--- config.mk ---
export PLATFORM = sky130hd
export DESIGN_NAME = dmem_arbiter_flat
export DESIGN_NICKNAME = d
export VERILOG_FILES = /design/src/rtl/dmem_arbiter_if.sv /design/src/rtl/dmem_arbiter.sv /design/src/flat_wrapper.sv
export SDC_FILE = /design/constraint.sdc
export NUM_CORES = 1
export LEC_CHECK = 0
export CAP_MARGIN = 20
export CORE_ASPECT_RATIO = 1.1
export CORE_UTILIZATION = 23
export CTS_CLUSTER_DIAMETER = 150
export DETAILED_ROUTE_END_ITERATION = 10
export GPL_TIMING_DRIVEN = 0
export PLACE_DENSITY = 0.9
export SYNTH_ARGS = -nofsm -noshare
export SYNTH_HDL_FRONTEND = slang
export SYNTH_SLANG_ARGS = --single-unit
--- constraint.sdc ---
create_clock -name clock -period 2.75 [get_ports clock]
set_input_delay 0.55 -clock clock [delete_from_list [all_inputs] [get_ports clock]]
set_output_delay 0.55 -clock clock [all_outputs]
set_load 0.01 [all_outputs]
--- src/rtl/dmem_arbiter_if.sv ---
// Shared data-RAM bus: pipeline (P) and debug (D) request channels plus the RAM-side drive.
// The arbiter takes the slave view; requesters and the RAM model take the master view.
interface dmem_arbiter_if #(
    parameter int unsigned AW = 15,
    parameter int unsigned DW = 16
);
    logic          p_req;
    logic          p_we;
    logic [AW-1:0] p_addr;
    logic [DW-1:0] p_wdata;
    logic          p_gnt;
    logic          p_rvalid;
    logic [DW-1:0] p_rdata;

    logic          d_req;
    logic          d_we;
    logic [AW-1:0] d_addr;
    logic [DW-1:0] d_wdata;
    logic          d_gnt;
    logic          d_rvalid;
    logic [DW-1:0] d_rdata;

    logic          ram_wen;
    logic [AW-1:0] ram_addr;
    logic [DW-1:0] ram_win;
    logic [DW-1:0] ram_rout;

    modport slave (
        input  p_req, p_we, p_addr, p_wdata,
        output p_gnt, p_rvalid, p_rdata,
        input  d_req, d_we, d_addr, d_wdata,
        output d_gnt, d_rvalid, d_rdata,
        output ram_wen, ram_addr, ram_win,
        input  ram_rout
    );

    modport master (
        output p_req, p_we, p_addr, p_wdata,
        input  p_gnt, p_rvalid, p_rdata,
        output d_req, d_we, d_addr, d_wdata,
        input  d_gnt, d_rvalid, d_rdata,
        input  ram_wen, ram_addr, ram_win,
        output ram_rout
    );
endinterface

--- src/rtl/dmem_arbiter.sv ---
// Single-port data-RAM arbiter: pipeline has priority, debug gets a forced grant after
// MAXWAIT consecutive denied cycles. Read data returns one cycle after the grant.
module dmem_arbiter #(
    parameter int unsigned AW      = 15,
    parameter int unsigned DW      = 16,
    parameter int unsigned MAXWAIT = 4
) (
    input  logic           clock,
    input  logic           resetn,
    dmem_arbiter_if.slave  io_bus
);
    localparam int unsigned CW = 4;
    localparam logic [CW-1:0] MaxWait = CW'(MAXWAIT);

    localparam logic [1:0] RdNone = 2'd0;
    localparam logic [1:0] RdP    = 2'd1;
    localparam logic [1:0] RdD    = 2'd2;

    logic [CW-1:0] r_wait_cnt;
    logic [CW-1:0] w_wait_cnt_d;
    logic [1:0]    r_rd_owner;
    logic [1:0]    w_rd_owner_d;

    logic          w_force_d;
    logic          w_d_gnt;
    logic          w_p_gnt;
    logic          w_ram_wen;
    logic [AW-1:0] w_ram_addr;
    logic [DW-1:0] w_ram_win;

    // Grant: D only when P is idle or D has waited long enough.
    assign w_force_d = (r_wait_cnt == MaxWait);
    assign w_d_gnt   = io_bus.d_req & (w_force_d | ~io_bus.p_req);
    assign w_p_gnt   = io_bus.p_req & ~w_d_gnt;

    always_comb begin
        w_ram_wen  = 1'b0;
        w_ram_addr = '0;
        w_ram_win  = '0;
        if (w_d_gnt) begin
            w_ram_wen  = io_bus.d_we;
            w_ram_addr = io_bus.d_addr;
            w_ram_win  = io_bus.d_wdata;
        end else if (w_p_gnt) begin
            w_ram_wen  = io_bus.p_we;
            w_ram_addr = io_bus.p_addr;
            w_ram_win  = io_bus.p_wdata;
        end
    end

    // Counts consecutive denied D cycles; any gap or grant restarts it.
    always_comb begin
        w_wait_cnt_d = '0;
        if (io_bus.d_req && !w_d_gnt) begin
            w_wait_cnt_d = (r_wait_cnt == MaxWait) ? MaxWait : r_wait_cnt + 1'b1;
        end
    end

    always_comb begin
        w_rd_owner_d = RdNone;
        if (w_d_gnt && !io_bus.d_we) begin
            w_rd_owner_d = RdD;
        end else if (w_p_gnt && !io_bus.p_we) begin
            w_rd_owner_d = RdP;
        end
    end

    always_ff @(posedge clock or negedge resetn) begin
        if (!resetn) begin
            r_wait_cnt <= '0;
            r_rd_owner <= RdNone;
        end else begin
            r_wait_cnt <= w_wait_cnt_d;
            r_rd_owner <= w_rd_owner_d;
        end
    end

    assign io_bus.d_gnt    = w_d_gnt;
    assign io_bus.p_gnt    = w_p_gnt;
    assign io_bus.ram_wen  = w_ram_wen;
    assign io_bus.ram_addr = w_ram_addr;
    assign io_bus.ram_win  = w_ram_win;

    assign io_bus.p_rvalid = (r_rd_owner == RdP);
    assign io_bus.d_rvalid = (r_rd_owner == RdD);
    assign io_bus.p_rdata  = io_bus.ram_rout;
    assign io_bus.d_rdata  = io_bus.ram_rout;

endmodule

--- src/flat_wrapper.sv ---
// flat-port wrapper written by rule: the top's interface ports become plain ports
module dmem_arbiter_flat 
#(
    parameter int unsigned AW      = 15,
    parameter int unsigned DW      = 16,
    parameter int unsigned MAXWAIT = 4
)
  (clock, resetn, io_bus_p_req, io_bus_p_we, io_bus_p_addr, io_bus_p_wdata, io_bus_p_gnt, io_bus_p_rvalid, io_bus_p_rdata, io_bus_d_req, io_bus_d_we, io_bus_d_addr, io_bus_d_wdata, io_bus_d_gnt, io_bus_d_rvalid, io_bus_d_rdata, io_bus_ram_wen, io_bus_ram_addr, io_bus_ram_win, io_bus_ram_rout);
  dmem_arbiter_if #(.AW(AW), .DW(DW)) io_bus_i ();
  input  logic clock;
  input  logic resetn;
  input wire logic [$bits(io_bus_i.p_req)-1:0] io_bus_p_req;
  input wire logic [$bits(io_bus_i.p_we)-1:0] io_bus_p_we;
  input wire logic [$bits(io_bus_i.p_addr)-1:0] io_bus_p_addr;
  input wire logic [$bits(io_bus_i.p_wdata)-1:0] io_bus_p_wdata;
  output wire logic [$bits(io_bus_i.p_gnt)-1:0] io_bus_p_gnt;
  output wire logic [$bits(io_bus_i.p_rvalid)-1:0] io_bus_p_rvalid;
  output wire logic [$bits(io_bus_i.p_rdata)-1:0] io_bus_p_rdata;
  input wire logic [$bits(io_bus_i.d_req)-1:0] io_bus_d_req;
  input wire logic [$bits(io_bus_i.d_we)-1:0] io_bus_d_we;
  input wire logic [$bits(io_bus_i.d_addr)-1:0] io_bus_d_addr;
  input wire logic [$bits(io_bus_i.d_wdata)-1:0] io_bus_d_wdata;
  output wire logic [$bits(io_bus_i.d_gnt)-1:0] io_bus_d_gnt;
  output wire logic [$bits(io_bus_i.d_rvalid)-1:0] io_bus_d_rvalid;
  output wire logic [$bits(io_bus_i.d_rdata)-1:0] io_bus_d_rdata;
  output wire logic [$bits(io_bus_i.ram_wen)-1:0] io_bus_ram_wen;
  output wire logic [$bits(io_bus_i.ram_addr)-1:0] io_bus_ram_addr;
  output wire logic [$bits(io_bus_i.ram_win)-1:0] io_bus_ram_win;
  input wire logic [$bits(io_bus_i.ram_rout)-1:0] io_bus_ram_rout;
  assign io_bus_i.p_req = io_bus_p_req;
  assign io_bus_i.p_we = io_bus_p_we;
  assign io_bus_i.p_addr = io_bus_p_addr;
  assign io_bus_i.p_wdata = io_bus_p_wdata;
  assign io_bus_p_gnt = io_bus_i.p_gnt;
  assign io_bus_p_rvalid = io_bus_i.p_rvalid;
  assign io_bus_p_rdata = io_bus_i.p_rdata;
  assign io_bus_i.d_req = io_bus_d_req;
  assign io_bus_i.d_we = io_bus_d_we;
  assign io_bus_i.d_addr = io_bus_d_addr;
  assign io_bus_i.d_wdata = io_bus_d_wdata;
  assign io_bus_d_gnt = io_bus_i.d_gnt;
  assign io_bus_d_rvalid = io_bus_i.d_rvalid;
  assign io_bus_d_rdata = io_bus_i.d_rdata;
  assign io_bus_ram_wen = io_bus_i.ram_wen;
  assign io_bus_ram_addr = io_bus_i.ram_addr;
  assign io_bus_ram_win = io_bus_i.ram_win;
  assign io_bus_i.ram_rout = io_bus_ram_rout;
  dmem_arbiter #(.AW(AW), .DW(DW), .MAXWAIT(MAXWAIT)) u_core (.clock(clock), .resetn(resetn), .io_bus(io_bus_i));
endmodule
==> metrics.cfg, run 1 <==
[run_status]
status = finished, final reports clean

[final_layout]
drive_gt1_share_pct = 23.55
syn_to_final_growth_pct = 164.1
design_area_sq_um = 2402
nNetsFinal = 330
multi_input_area_sq_um = 440.4
final-seq-area_sq_um = 150.1
fill_cells = 317
final_cells = 292
diodes = 0

[clock_tree]
cts_buffer_depth = 2
postCtsHoldBufs = 0
cts_tree = done
htreeDepth = 1
cts-root-buf = clkbuf_8
clkSinkCount = 6
numCtsBuffers = 3
clk_pin_slew_ps = 30
insertion_delay_ps = 220

[worst_setup_path]
worst_r2r_path_depth = 7
cp_data_arrival_time_ps = 2110
path_delay_family = buffers and inverters
cp_common_cell = buf_4
critPathMaxFanout = 3
cp_num_buf_inv = 4
critPathLaunch = u_core.r_wait_cnt[0]
critPathRequiredTime_ps = 2200
reg2reg_from = u_core.r_wait_cnt[0]
start_kind = flip-flop
slowest_delay_ps = 530
slowest_stage = clkdlybuf4s50_1
path_cells = inv_1 > ha_1 > nand3b_4 > a21oi_4 > buf_4 > buf_4 > a22o_2 > clkdlybuf4s50_1
endpoint_kind = output port
path_class = reg -> out
crit_cells = 8

[sta]
rsz0062_at_grt = no
timing.slew.headroom_pct = 83.12
finalHoldWorstSlack_ps = 564.2
finalClockSkew_ps = 1.275
setup_viol = 0
slew_violations = 0
worst_pin_slew_ps = 252.4
hold_violations = 0
finalSetupTns_ps = 0
fmax_mhz = 376.4
layout_min_cycle_time_ps = 2657
finalCritPeriodShare_pct = 96.62

[grt]
antenna_found_initial = 0
grt.total_usage_pct = 16.10
overflow = 0
first_global_vias = 1158
grt_pass1_wl_microns = 5016
grt_max_degree = 11

[placed_design]
placed_area_sq_um = 2323
dp_hpwl_microns = 3174
gp_congestion = 0.6838
dpl.cell_count = 281
port_buffers = 135

[die]
die_w_microns = 61.96
fp.dieH_microns = 67.96
die-area_sq_um = 4210
coreArea_sq_um = 3712
io_pins = 152
rows = 23
start_util_pct = 24.50

[synthesis]
yosysSeqAreaShare_pct = 16.51
ys.flop_type = dfrtp_1
ys_types = 18
synthCells = 96
yosysTopAreaCell = a22o_1
async_reset_ff_share_pct = 100.0
yosysMostFrequentCell = buf_4
ys_seq_elements = 6
synthTopCellsByArea = a22o_1 (28%), buf_4 (26%), dfrtp_1 (17%)
synth.cell_area_sq_um = 909.6
synthDominantCellAreaShare_pct = 27.92
synthTopCellsByCount = buf_4 (32), a22o_1 (29), buf_6 (6), dfrtp_1 (6), and3_1 (4)
syn_nets = 182
avgSynthCellArea_sq_um = 9.475
ys_warn_count = 0
synth-edff-count = 0

[routing]
routedWlPerCell_microns = 12.86
drt-initial-drc-count = 11
drt_wl_total_microns = 3754
remaining_drc_errors = 0
dr_total_vias = 1277
drtPass1Iterations = 3
avgViaCountPerCell = 4.373
final_antenna_net_count = 0

[pwr]
powerDensity_nw_per_um2 = 237.6
p_leak_nw = 1.207
finalPower_mw = 0.5707
ir_drop_v = 0.0001159

[flow_run]
maxCapViolCount = 0

[worst_hold_path]
hold_class = in -> async

==> where the power goes <==
group	leakage, nW	internal [mW]	total [mW]	switching (mW)
combinational	1.10	0.239	0.349	0.111
clock	0.0216	0.0937	0.128	0.0344
sequential	0.0814	0.0916	0.0935	0.00194
total	1.21	0.424	0.571	0.147
==> cells in the final DEF, fill, tap and decap left out, drive strengths merged <==
cell	Yosys	final
a21oi	1	1
a22o	32	32
and2	1	1
and3	4	4
buf	38	46
clkbuf	0	3
clkdlybuf4s50	0	104
dfrtp	6	6
dlygate4sd2	0	26
dlymetal6s2s	0	5
ha	2	2
inv	3	3
nand3	1	1
nand3b	1	1
nor2b	2	2
nor3	1	1
nor3b	1	1
o21a	1	1
xnor2	1	1
xor2	1	1
==> metrics by stage <==
| step | utilization (%) | worst slack [ps] |
|---|---|---|
| 6_report | 64.71 | 92.92 |
| 2_1_floorplan | - | 887.7 |
| 3_5_place_dp | 62.59 | -141.5 |
| 5_1_grt | 64.71 | 5.610 |
| 3_3_place_gp | 62.59 | -128.5 |
| 4_1_cts | 64.37 | 44.23 |
==> worst reg2reg max path: stages, from the launching register on <==
cell	delay, ps
dfrtp_1	390
inv_1	90
ha_1	200
nand3b_4	110
a21oi_4	180
buf_4	130
buf_2	140
nor3b_1	60
==> routing by layer <==
metal	routed length (microns)	global-route usage, %	part of all wire, %
met5	0	0	0
met4	44	5.833	1.2
met3	311	2.079	8.3
met2	2158	31.91	57
met1	1240	16.50	33
==> flip-flops by register name, indices dropped and copies added, names as in the netlist <==
signal and flops:
u_core.r_wait_cnt 4, u_core.r_rd_owner 2
==> layout make-up <==
cell class                      count  area share [%]
Sequential cell                     6           6.250
Multi-Input combinational cell     49           18.33
Inverter                            3          0.4688
Buffer                             38           12.81
Tap cell                           50           2.604
Timing Repair Buffer              143           57.81
Clock buffer                        3           1.719
==> final timing paths <==
path | end | slack (ps)
min in group clock | u_core.r_wait_cnt[0] | 650
hold / removal | u_core.r_wait_cnt[2] | 560
hold reg to reg | u_core.r_wait_cnt[0] | 650
max in group asynchronous | u_core.r_rd_owner[0] | 1980
setup reg to reg | u_core.r_rd_owner[0] | 1330
setup / recovery | io_bus_ram_addr[14] | 90
==> kinds of logic (layout without fill, tap and decap cells) <==
group | count (synthesis) | after routing | share of synthesized area (%)
xor+xnor | 2 | 2 | 1.926
buf+inv | 41 | 187 | 35.07
simple gates | 11 | 11 | 9.077
compound gates | 34 | 34 | 34.66
flops | 6 | 6 | 16.51
fa+ha+maj | 2 | 2 | 2.751
==> repair_timing <==
item                       4_1_cts  5_1_grt
cloned                           2        0
gates resized for setup         28        5
setup endpoints to repair       29        5
setup buffers                    6        0
(Power assumes the default switching activity.)
==> run 2: changes to the inputs <==
--- a/config.mk
+++ b/config.mk
@@ -12,6 +12,7 @@
 export DETAILED_ROUTE_END_ITERATION = 10
 export GPL_TIMING_DRIVEN = 0
 export PLACE_DENSITY = 0.9
+export RECOVER_POWER = 100
 export SYNTH_ARGS = -nofsm -noshare
 export SYNTH_HDL_FRONTEND = slang
 export SYNTH_SLANG_ARGS = --single-unit
==> run 2 against run 1 <==
  * Cell count unchanged
  * Maximum frequency decreased by 0.29%
  * Count of clock-buffer cells in the layout unchanged
  * Critical path depth unchanged
  * Combinational power decreased by 5%
  * Total power decreased by 3.2%
  * Highest routed layer unchanged
==> metrics.cfg, run 2 (synthesis gave the netlist of run 1 again) <==
[run_status]
status = finished, final reports clean

[worst_setup_path]
reg2reg_to = u_core.r_rd_owner[0]
worst_r2r_path_depth = 7
critPathRequiredTime_ps = 2200
r2r_setup_slack_ps = 1330
cp_data_arrival_time_ps = 2110
slowest_delay_ps = 540
reg2reg_from = u_core.r_wait_cnt[0]
path_class = reg -> out
slowest_stage = clkdlybuf4s50_1
endpoint_kind = output port
path_cells = inv_1 > ha_1 > nand3b_4 > a21oi_4 > buf_4 > clkbuf_4 > a22o_1 > clkdlybuf4s50_1
critPathMaxFanout = 3
start_kind = flip-flop

[routing]
final_antenna_net_count = 0
drt_wl_total_microns = 3754
wl_met1_microns = 1267
routedWlPerCell_microns = 12.86
remaining_drc_errors = 0
wl_met3_microns = 311
dr_total_vias = 1273
avgViaCountPerCell = 4.360
dr_wl_met2_microns = 2130
drt-initial-drc-count = 13
highest_layer = met4
drtPass1Iterations = 4

[die]
fp.dieH_microns = 67.96
die-area_sq_um = 4210
start_util_pct = 24.50
rows = 23
die_w_microns = 61.96
coreArea_sq_um = 3712
io_pins = 152

[pwr]
powerDensity_nw_per_um2 = 234.4
finalPower_mw = 0.5524
ir_drop_v = 0.0001142
p_leak_nw = 1.140

[clock_tree]
cts-root-buf = clkbuf_8
insertion_delay_ps = 220
postCtsHoldBufs = 0
numCtsBuffers = 3
htreeDepth = 1
clk_pin_slew_ps = 30
cts_buffer_depth = 2
clkSinkCount = 6
cts_tree = done

[worst_hold_path]
hold_class = in -> async

[sta]
finalHoldWorstSlack_ps = 635.7
finalClockSkew_ps = 1.064
finalSetupTns_ps = 0
layout_min_cycle_time_ps = 2665
setup_ws_ps = 85.16
slew_violations = 0
worst_pin_slew_ps = 259.5
finalCritPeriodShare_pct = 96.90
rsz0062_at_grt = no
timing.slew.headroom_pct = 82.64
fmax_mhz = 375.3
setup_viol = 0
hold_violations = 0

[final_layout]
drive_gt1_share_pct = 21.90
layout_common_cells = clkdlybuf4s50_1 (67), dlygate4sd3_1 (37), buf_4 (36), a22o_1 (29), dlygate4sd2_1 (26)
largest_reg_flops = 4
layout_commonest_cell = clkdlybuf4s50_1
largest_registers = u_core.r_wait_cnt: 4 flops, u_core.r_rd_owner: 2 flops
final_cells = 292
design_area_sq_um = 2357
fill_cells = 326
syn_to_final_growth_pct = 159.1
diodes = 0
fin_util_pct = 63.50
top_register = u_core.r_wait_cnt
nNetsFinal = 330

[flow_run]
maxCapViolCount = 0

[placed_design]
gp_congestion = 0.6838
pre_cts_slack_ps = -141.5
port_buffers = 135
dp_hpwl_microns = 3174
placed_area_sq_um = 2323
dpl.cell_count = 281

[grt]
first_global_vias = 1158
grt_pass1_wl_microns = 5016
grt.total_usage_pct = 16.10
grt_max_degree = 11
antenna_found_initial = 0
overflow = 0

## run 2: cell types whose count changed in the layout (fill, tap and decap cells not counted), sizes merged
cell,delta
clkdlybuf4s50,-37
dlygate4sd3,+37
dlymetal6s2s,-5
clkdlybuf4s25,+4
buf,-6
clkbuf,+7
## run 2: area by class of cell
class / count / area (sq um) / area share, %
well taps: 50 / 62.56 / 2.654
repair buffers: 143 / 1366 / 57.96
clock buffers: 3 / 41.29 / 1.752
inverters: 3 / 11.26 / 0.4777
flip-flops and latches: 6 / 150.1 / 6.369
plain buffers: 38 / 286.5 / 12.16
multi-input cells: 49 / 439.2 / 18.63
## run 2: timing repair
action	CTS	global route
setup buffers	6	0
cloned	2	0
gates resized for setup	28	5
hold endpoints to repair	0	0
endpoints found under the setup margin	29	5
## run 2: worst max path at each step
stage,start,to,slack (ps),cells after the start
CTS,u_core.r_wait_cnt[0],io_bus_ram_addr[6],40,8
global placement,io_bus_d_req,io_bus_ram_win[14],-130,6
detailed placement,io_bus_d_req,io_bus_ram_win[11],-140,6
global route,u_core.r_wait_cnt[0],io_bus_d_gnt,5,8
floorplan,u_core.r_wait_cnt[0],io_bus_ram_addr[10],890,6
finish,u_core.r_wait_cnt[0],io_bus_ram_win[0],90,8
## run 2: metal layers
metal	vias up	global-route usage, %
met1	567	16.50
met4	0	5.833
met2	86	31.91
met5	-	0
li1	616	-
met3	4	2.079
## run 2: power breakdown
part	internal [mW]	switching (mW)	total, mW
clock network	0.0937	0.0342	0.128
logic	0.222	0.109	0.331
registers	0.0916	0.00194	0.0935
## run 2: critical path, delay by kind of cell, from the launching register on
family	cells	cell delay [ps]
simple gates	1	110
fa+ha+maj	1	200
buf+inv	4	890
flops	1	390
compound gates	2	310
